<file path="src/rtl/branch_ctrl_if.sv">
// branch_ctrl_if: bundle of the ID-stage, hazard, comparator and redirect
// signals exchanged between the pipeline and the branch controller.
interface branch_ctrl_if #(
    parameter int CNT_W = 32
);
    logic             id_valid;
    logic             id_is_branch;
    logic [2:0]       id_funct3;
    logic [31:0]      id_pc;
    logic [31:0]      id_imm;
    logic             rs1_ready;
    logic             rs2_ready;
    logic             ex_flush;
    logic [2:0]       cmp_ctrl;
    logic             cmp_c;
    logic             stall_if_id;
    logic             redirect_valid;
    logic [31:0]      redirect_pc;
    logic             flush_if;
    logic             illegal_br;
    logic [CNT_W-1:0] cnt_branch;
    logic [CNT_W-1:0] cnt_taken;

    // Pipeline / comparator side
    modport master (
        output id_valid, id_is_branch, id_funct3, id_pc, id_imm,
               rs1_ready, rs2_ready, ex_flush, cmp_c,
        input  cmp_ctrl, stall_if_id, redirect_valid, redirect_pc,
               flush_if, illegal_br, cnt_branch, cnt_taken
    );

    // Branch controller side
    modport slave (
        input  id_valid, id_is_branch, id_funct3, id_pc, id_imm,
               rs1_ready, rs2_ready, ex_flush, cmp_c,
        output cmp_ctrl, stall_if_id, redirect_valid, redirect_pc,
               flush_if, illegal_br, cnt_branch, cnt_taken
    );
endinterface

</file>
<file path="src/rtl/branch_ctrl.sv">
// branch_ctrl: ID-stage branch resolution controller. Accepts a B-type
// instruction, stalls IF/ID until both operands reach the shared comparator,
// drives the comparator control code for one RESOLVE cycle and issues a
// one-cycle PC redirect plus IF flush when the branch is taken.
module branch_ctrl #(
    parameter int CNT_W = 32
) (
    input logic          clk,
    input logic          rst,
    branch_ctrl_if.slave bus
);
    typedef enum logic [1:0] {
        IDLE    = 2'b00,
        WAIT    = 2'b01,
        RESOLVE = 2'b10
    } state_t;

    localparam logic [CNT_W-1:0] CNT_ONE = CNT_W'(1);

    state_t           state;
    state_t           state_next;
    logic [2:0]       ctrl_q;
    logic             legal_q;
    logic [31:0]      pc_q;
    logic [31:0]      imm_q;
    logic [CNT_W-1:0] cnt_branch_q;
    logic [CNT_W-1:0] cnt_taken_q;
    logic             accept;
    logic             both_ready;
    logic             resolve_ok;

    // Comparator control code for each branch funct3; 010/011 select "always 0"
    function automatic logic [2:0] map_ctrl(input logic [2:0] f3);
        logic [2:0] code;
        case (f3)
            3'b000:  code = 3'b001;
            3'b001:  code = 3'b010;
            3'b100:  code = 3'b011;
            3'b101:  code = 3'b101;
            3'b110:  code = 3'b100;
            3'b111:  code = 3'b110;
            default: code = 3'b000;
        endcase
        return code;
    endfunction

    assign both_ready = bus.rs1_ready & bus.rs2_ready;
    assign accept     = (state == IDLE) & bus.id_valid & bus.id_is_branch & ~bus.ex_flush;
    assign resolve_ok = (state == RESOLVE) & ~bus.ex_flush & ~rst;

    // State register
    always_ff @(posedge clk) begin
        if (rst) state <= IDLE;
        else     state <= state_next;
    end

    // Next-state logic; an EX flush squashes whatever branch is in flight
    always_comb begin
        state_next = state;
        if (bus.ex_flush) begin
            state_next = IDLE;
        end else begin
            case (state)
                IDLE:    if (accept) state_next = both_ready ? RESOLVE : WAIT;
                WAIT:    if (both_ready) state_next = RESOLVE;
                RESOLVE: state_next = IDLE;
                default: state_next = IDLE;
            endcase
        end
    end

    // Outputs; reset and flush silence every pipeline-control pulse
    always_comb begin
        bus.stall_if_id    = ~rst & (accept | ((state == WAIT) & ~bus.ex_flush));
        bus.cmp_ctrl       = (state == RESOLVE) ? ctrl_q : 3'b000;
        bus.redirect_valid = resolve_ok & legal_q & bus.cmp_c;
        bus.flush_if       = resolve_ok & legal_q & bus.cmp_c;
        bus.redirect_pc    = 32'h0;
        if (resolve_ok & legal_q & bus.cmp_c) bus.redirect_pc = pc_q + imm_q;
        bus.illegal_br     = resolve_ok & ~legal_q;
    end

    // Capture the branch fields at accept so they stay stable while ID stalls
    always_ff @(posedge clk) begin
        if (rst) begin
            ctrl_q  <= 3'b000;
            legal_q <= 1'b0;
            pc_q    <= 32'h0;
            imm_q   <= 32'h0;
        end else if (accept) begin
            ctrl_q  <= map_ctrl(bus.id_funct3);
            legal_q <= (bus.id_funct3[2:1] != 2'b01);
            pc_q    <= bus.id_pc;
            imm_q   <= bus.id_imm;
        end
    end

    // Statistics counters, bumped only by a legal branch that really resolves
    always_ff @(posedge clk) begin
        if (rst) begin
            cnt_branch_q <= '0;
            cnt_taken_q  <= '0;
        end else if (resolve_ok & legal_q) begin
            cnt_branch_q <= cnt_branch_q + CNT_ONE;
            if (bus.cmp_c) cnt_taken_q <= cnt_taken_q + CNT_ONE;
        end
    end

    assign bus.cnt_branch = cnt_branch_q;
    assign bus.cnt_taken  = cnt_taken_q;
endmodule

</file>
<file path="src/flat_wrapper.sv">
// flat-port wrapper written by rule: the top's interface ports become plain ports
module branch_ctrl_flat 
#(
    parameter int CNT_W = 32
)
  (clk, rst, bus_id_valid, bus_id_is_branch, bus_id_funct3, bus_id_pc, bus_id_imm, bus_rs1_ready, bus_rs2_ready, bus_ex_flush, bus_cmp_c, bus_cmp_ctrl, bus_stall_if_id, bus_redirect_valid, bus_redirect_pc, bus_flush_if, bus_illegal_br, bus_cnt_branch, bus_cnt_taken);
  branch_ctrl_if #(.CNT_W(CNT_W)) bus_i ();
  input logic clk;
  input logic rst;
  input wire logic [$bits(bus_i.id_valid)-1:0] bus_id_valid;
  input wire logic [$bits(bus_i.id_is_branch)-1:0] bus_id_is_branch;
  input wire logic [$bits(bus_i.id_funct3)-1:0] bus_id_funct3;
  input wire logic [$bits(bus_i.id_pc)-1:0] bus_id_pc;
  input wire logic [$bits(bus_i.id_imm)-1:0] bus_id_imm;
  input wire logic [$bits(bus_i.rs1_ready)-1:0] bus_rs1_ready;
  input wire logic [$bits(bus_i.rs2_ready)-1:0] bus_rs2_ready;
  input wire logic [$bits(bus_i.ex_flush)-1:0] bus_ex_flush;
  input wire logic [$bits(bus_i.cmp_c)-1:0] bus_cmp_c;
  output wire logic [$bits(bus_i.cmp_ctrl)-1:0] bus_cmp_ctrl;
  output wire logic [$bits(bus_i.stall_if_id)-1:0] bus_stall_if_id;
  output wire logic [$bits(bus_i.redirect_valid)-1:0] bus_redirect_valid;
  output wire logic [$bits(bus_i.redirect_pc)-1:0] bus_redirect_pc;
  output wire logic [$bits(bus_i.flush_if)-1:0] bus_flush_if;
  output wire logic [$bits(bus_i.illegal_br)-1:0] bus_illegal_br;
  output wire logic [$bits(bus_i.cnt_branch)-1:0] bus_cnt_branch;
  output wire logic [$bits(bus_i.cnt_taken)-1:0] bus_cnt_taken;
  assign bus_i.id_valid = bus_id_valid;
  assign bus_i.id_is_branch = bus_id_is_branch;
  assign bus_i.id_funct3 = bus_id_funct3;
  assign bus_i.id_pc = bus_id_pc;
  assign bus_i.id_imm = bus_id_imm;
  assign bus_i.rs1_ready = bus_rs1_ready;
  assign bus_i.rs2_ready = bus_rs2_ready;
  assign bus_i.ex_flush = bus_ex_flush;
  assign bus_i.cmp_c = bus_cmp_c;
  assign bus_cmp_ctrl = bus_i.cmp_ctrl;
  assign bus_stall_if_id = bus_i.stall_if_id;
  assign bus_redirect_valid = bus_i.redirect_valid;
  assign bus_redirect_pc = bus_i.redirect_pc;
  assign bus_flush_if = bus_i.flush_if;
  assign bus_illegal_br = bus_i.illegal_br;
  assign bus_cnt_branch = bus_i.cnt_branch;
  assign bus_cnt_taken = bus_i.cnt_taken;
  branch_ctrl #(.CNT_W(CNT_W)) u_core (.clk(clk), .rst(rst), .bus(bus_i));
endmodule
</file>
<file path="config.mk">
export PLATFORM = sky130hd
export DESIGN_NAME = branch_ctrl_flat
export DESIGN_NICKNAME = d
export VERILOG_FILES = /design/src/rtl/branch_ctrl_if.sv /design/src/rtl/branch_ctrl.sv /design/src/flat_wrapper.sv
export SDC_FILE = /design/constraint.sdc
export NUM_CORES = 1
export LEC_CHECK = 0
export ABC_AREA = 1
export BUFFER_PORTS_ARGS = -buffer_cell sky130_fd_sc_hd__clkbuf_2
export CAP_MARGIN = 10
export CORE_MARGIN = 5
export CORE_UTILIZATION = 56
export DETAILED_ROUTE_END_ITERATION = 16
export HOLD_SLACK_MARGIN = 0.12
export PLACE_DENSITY_LB_ADDON = 0.05
export SLEW_MARGIN = 25
export SYNTH_ARGS = -nofsm -noshare
export SYNTH_HDL_FRONTEND = slang
export SYNTH_SLANG_ARGS = --single-unit
</file>
<file path="constraint.sdc">
create_clock -name clk -period 2 [get_ports clk]
set_input_delay 0.1 -clock clk [delete_from_list [all_inputs] [get_ports clk]]
set_output_delay 0.1 -clock clk [all_outputs]
set_load 0.1 [all_outputs]
</file>
==> key figures, run 1 <==
Die
  • Die Ht: roughly 130 µm
  • Initial Utilization: between 50% and 60%
  • Boundary pin count: between 150 and 200
  • Chip Width: approximately 130 µm
  • FP Rows: 45

Timing
  • GRT worst endpoint: bus_redirect_pc[28]
  • WEP type: top-level output

Synthesis
  • Mapped Avg Cell Area: a little under 6 µm²
  • Cells after Synth: ~1.5k
  • Xor/xnor share of the synthesized area: under 10%
  • FFs w/ async S/R, synth: 0%
  • Syn_nets: between 1.5k and 2k
  • Mapped cell area: 8650 µm²
  • Synth area leader: dfxtp_1
  • Synth cell count leaders: nand2_1 (423), nor2_1 (288), inv_1 (185)
  • Top_reg_cell synth: dfxtp_1
  • Post-synthesis sequential area ratio: between 30 and 40%
  • Yosys cell types: 38
  • Seq cells post-synth: approximately 130
  • Post-synth EDFFs: 0
  • Post-Synth Adder-Cell Area: 5.00%
  • Synth Area in Compound Gates: 12.7%
  • Ranking of synthesized cells by area: dfxtp_1 (31%), nand2_1 (18%), nor2_1 (12%), inv_1 (8.0%), a21oi_1 (5.6%)
  • Count leader, synth: nand2_1
  • Yosys warns: 0
  • Post-synthesis mux area share: 0%
  • Largest family of logic cells by synthesized area: simple AND/OR/NAND/NOR gates
  • Top-area cell type share of the netlist area: a little under a third
  • Synth Area in Simple Gates: between 40% and 50%

Placement
  • Final HPWL DP: about 20 mm
  • Port Buffer Count: 177
  • GP Congestion: 0.962

Clock tree
  • TritonCTS buffer count: 17
  • H-tree Lvls: 4
  • Clock Tree Buf Depth: 2
  • CTS root buf: clkbuf_16
  • Clock sinks: roughly 130

Global route
  • GR Util All Layers: 75.7%
  • Initial antenna violation count: 5
  • Pin count of the biggest net entering global routing: 100
  • GR Overflow Total: 16

Status
  • Log Error: [ERROR GRT-0232] Routing congestion too high. Check the congestion heatmap in the GUI.
  • Status: aborted with a tool error
  • Failing step: global routing
metrics by stage:
stage / utilization [%] / cell area [µm²] / std cells / setup slack, ps
3_3_place_gp: 71.2 / 10800 / 1847 / -76.2
2_1_floorplan: - / 8940 / 1465 / -752
4_1_cts: 88.6 / 13500 / 1979 / -435
3_5_place_dp: 71.2 / 10800 / 1847 / -84.0
layer usage:
metal	track usage, %	GRT overflow
met3	65.3	2
met5	33.3	0
met2	89.6	6
met4	75.6	7
met1	74.1	1
cell families after synthesis:
kind of cell / after synthesis
AND/OR/NAND/NOR: 847
buffers and inverters: 226
AO/OA/AOI/OAI: 213
flip-flops: 134
adder cells (fa/ha/maj): 34
XOR/XNOR: 11
what timing repair did:
item / 4_1_cts
pin swaps: 99
resized for setup: 298
hold endpoints to repair: 69
buffers inserted: 28
hold buffers: 72
endpoints found under the setup margin: 32
==> inputs of run 2 (changes only) <==
--- a/config.mk
+++ b/config.mk
@@ -9,10 +9,9 @@
 export BUFFER_PORTS_ARGS = -buffer_cell sky130_fd_sc_hd__clkbuf_2
 export CAP_MARGIN = 10
 export CORE_MARGIN = 5
-export CORE_UTILIZATION = 56
+export CORE_UTILIZATION = 40
 export DETAILED_ROUTE_END_ITERATION = 16
-export HOLD_SLACK_MARGIN = 0.12
-export PLACE_DENSITY_LB_ADDON = 0.05
+export PLACE_DENSITY_LB_ADDON = 0.15
 export SLEW_MARGIN = 25
 export SYNTH_ARGS = -nofsm -noshare
 export SYNTH_HDL_FRONTEND = slang
==> run 2 against run 1 <==
  * Area after synthesis is the same
  * Synthesized cell count is the same
  * The flow now finishes, with violations (setup timing)
==> key figures, run 2 <==
Clock tree
  • Clock Tree Buf Depth: 2 (unchanged)
  • H-tree Lvls: 4 (unchanged)
  • Clock sinks: 134 (unchanged)
  • TritonCTS buffer count: 17 (unchanged)
  • CTS tree: built
  • Clk pin slew, worst setup/hold paths: 60 ps
  • CTS root buf: clkbuf_16
  • Clk_lat worst skew: between 400 and 500 ps

Finish
  • Fillers: approximately 1.8k
  • Final instance area: about 14,000 µm²
  • FF+latch area: around 2800 µm²
  • Commonest non-fill, non-tap cell in the layout: nand2_1
  • Footprint of the multi-input gates: about 6700 µm²
  • Nets@finish: between 1.5k and 2k
  • Commonest non-fill, non-tap cells in the layout: nand2_1 (333), nor2_1 (247), inv_1 (162), clkbuf_2 (143), dfxtp_2 (87)
  • Layout area overhead: 63.7%
  • Layout cell share with drive strength beyond 1: between 30% and 40%

Timing
  • Final Max Slew Viols: 0
  • Worst rel slew slack: between 50% and 60%
  • RSZ-0062 raised after global routing: true
  • Setup Skew: between 10 and 15 ps
  • Final critical-path setup slack: -452 ps
  • Final setup vio count: 32
  • Fin crit share: 123%
  • Worst Tran Pin Value: between 600 and 700 ps
  • Period minus WS final: approximately 2500 ps
  • Max Fclk: 408 MHz
  • Final hold viol count: 0

Power and ir drop
  • Total Power: a little over 7 mW
  • LEAKAGE: roughly 6.4 nW
  • Pwr/cell area: between 500 and 600 nW/µm²
  • Worst vdd ir: 499 µV

Die
  • Initial Utilization: 40.9% (-16 points)
  • Core area: roughly 21,000 µm²
  • Boundary pin count: 178 (unchanged)
  • Chip Width: 157 µm (+17%)
  • FP Rows: 53 (+18%)
  • Die ar.: 24,700 µm²
  • Die Ht: 157 µm (+17%)

Route
  • Via count: 10.5k
  • Routed vias/inst: 5.04
  • Post-Route WL: a little over 30 mm
  • Antenna Violating Nets Remaining: 0
  • WL per Instance: ~15 µm
  • DRC: 0
  • Pre-Repair DR Iteration Count: 5
  • DRT iter0 DRCs: a little under 500

Placement
  • Final HPWL DP: 20.8 mm (+5.8%)
  • Port Buffer Count: 177 (unchanged)
  • GP Congestion: 0.947 (-1.6%)
  • Placed inst area: 11,000 µm² (+1.8%)

Synthesis
  • Seq cells post-synth: 134 (unchanged)
  • Synth area leader: dfxtp_1
  • FFs w/ async S/R, synth: 0% (unchanged)
  • Mapped Avg Cell Area: 5.90 µm² (unchanged)
  • Cells after Synth: 1,465 (unchanged)
  • Yosys warns: 0 (unchanged)
  • Count leader, synth: nand2_1
  • Ranking of synthesized cells by area: dfxtp_1 (31%), nand2_1 (18%), nor2_1 (12%), inv_1 (8.0%), a21oi_1 (5.6%)
  • Top-area cell type share of the netlist area: 31.0% (unchanged)
  • Top_reg_cell synth: dfxtp_1
  • Syn_nets: 1,574 (unchanged)
  • Post-synthesis sequential area ratio: 31.0% (unchanged)
  • Synth cell count leaders: nand2_1 (423), nor2_1 (288), inv_1 (185)
  • Yosys cell types: 38 (unchanged)
  • Post-synth EDFFs: 0 (unchanged)
  • Mapped cell area: 8650 µm² (unchanged)

Worst hold path
  • Hold Crit Depth: 3
  • Hold Path Class: primary input to flip-flop

Global route
  • GR Overflow Total: 0
  • Number of global-route vias before repair: between 10k and 15k
  • GR Util All Layers: 24.0%
  • Pin count of the biggest net entering global routing: 53
  • Initial antenna violation count: 3
  • First-pass GRT wire length: between 40 and 50 mm

Setup path
  • Highest net fanout along the worst path: 4
  • WS Path Type: flip-flop to output port
  • Crit. End Element: output port
  • CP required: between 1500 and 2000 ps
  • Reg2reg path depth: 11
  • CP Launch Type: flip-flop
  • Crit path DAT: between 2000 and 2500 ps

Status
  • Status: finished, violations left
  • Failing checks: setup timing

Flow run
  • Max_cap viols: 0
run 2: through the flow:
step,setup TNS [ps],hold slack (ps),worst slack (ps),utilization (%),cells
floorplan,-5480,201,-752,-,1465
global placement,-282,320,-100,52.1,1946
detailed placement,-790,325,-98.2,52.1,1946
CTS,-8500,26.3,-457,64.8,2068
global route,-11610,77.0,-522,66.9,2086
finish,-9410,41.6,-452,66.9,2086
run 2: logic make-up after synthesis:
| kind of cell | Yosys count | share of synthesized area [%] |
|---|---|---|
| flops | 134 | 31.0 |
| compound gates | 213 | 12.7 |
| buf+inv | 226 | 10.1 |
| simple gates | 847 | 40.1 |
| fa+ha+maj | 34 | 5.00 |
| xor+xnor | 11 | 1.11 |
run 2: final timing paths:
kind / from / to / slack (ps)
worst max register to register: u_core.state[0]$_SDFFE_PP0P_ / u_core.bus.cnt_taken[30]$_SDFFE_PP0P_ / 150
worst min-delay path: bus_id_pc[1] / u_core.pc_q[1]$_SDFFE_PP0P_ / 40
worst max-delay path: u_core.imm_q[0]$_SDFFE_PP0P_ / bus_redirect_pc[28] / -450
worst min register to register: u_core.state[1]$_SDFFE_PP0P_ / u_core.state[1]$_SDFFE_PP0P_ / 440
run 2: report_power, final:
group / switching, mW / internal (mW) / leakage [nW]
sequential: 0.0673 / 2.75 / 1.13
clock: 1.35 / 2.01 / 0.291
combinational: 0.502 / 0.470 / 4.97
total: 1.92 / 5.23 / 6.39
run 2: timing repair:
| item | 4_1_cts | 5_1_grt |
|---|---|---|
| gates cloned | 2 | 0 |
| pin swaps | 82 | 57 |
| buffers inserted | 21 | 15 |
| hold buffers | 69 | 0 |
| endpoints found under the hold margin | 67 | 0 |
| endpoints found under the setup margin | 33 | 37 |
| resized for setup | 285 | 100 |
run 2: cell type report:
cell class                      count  area share (%)
Sequential cell                   134            19.7
Inverter                          189            5.09
Timing Repair Buffer              348            21.3
Tap cell                          275            2.43
Clock inverter                     13            1.20
Antenna cell                        3          0.0530
Multi-Input combinational cell   1105            47.0
Clock buffer                       19            3.13
run 2: critical path, cell delays in order, from the launching register on:
cell,delay [ps]
dfxtp_2,350
ha_4,140
inv_2,30
fa_2,340
inv_2,90
nand3_2,100
nand3_4,110
nand3_2,90
nand3_4,140
nand2_4,70
a21oi_2,210
nor2_4,70
buf_12,160
run 2: routing by layer:
| metal | global-route usage [%] | share of wire [%] | wire length [µm] | vias up |
|---|---|---|---|---|
| met5 | 0 | 0 | 0 | - |
| met1 | 31.4 | 44 | 13700 | 4853 |
| met3 | 4.34 | 5.8 | 1800 | 49 |
| met4 | 5.90 | 1.5 | 476 | 0 |
| met2 | 41.3 | 48 | 15000 | 320 |
| li1 | - | - | - | 5293 |
Note: power is estimated with default switching activity, not from simulation.
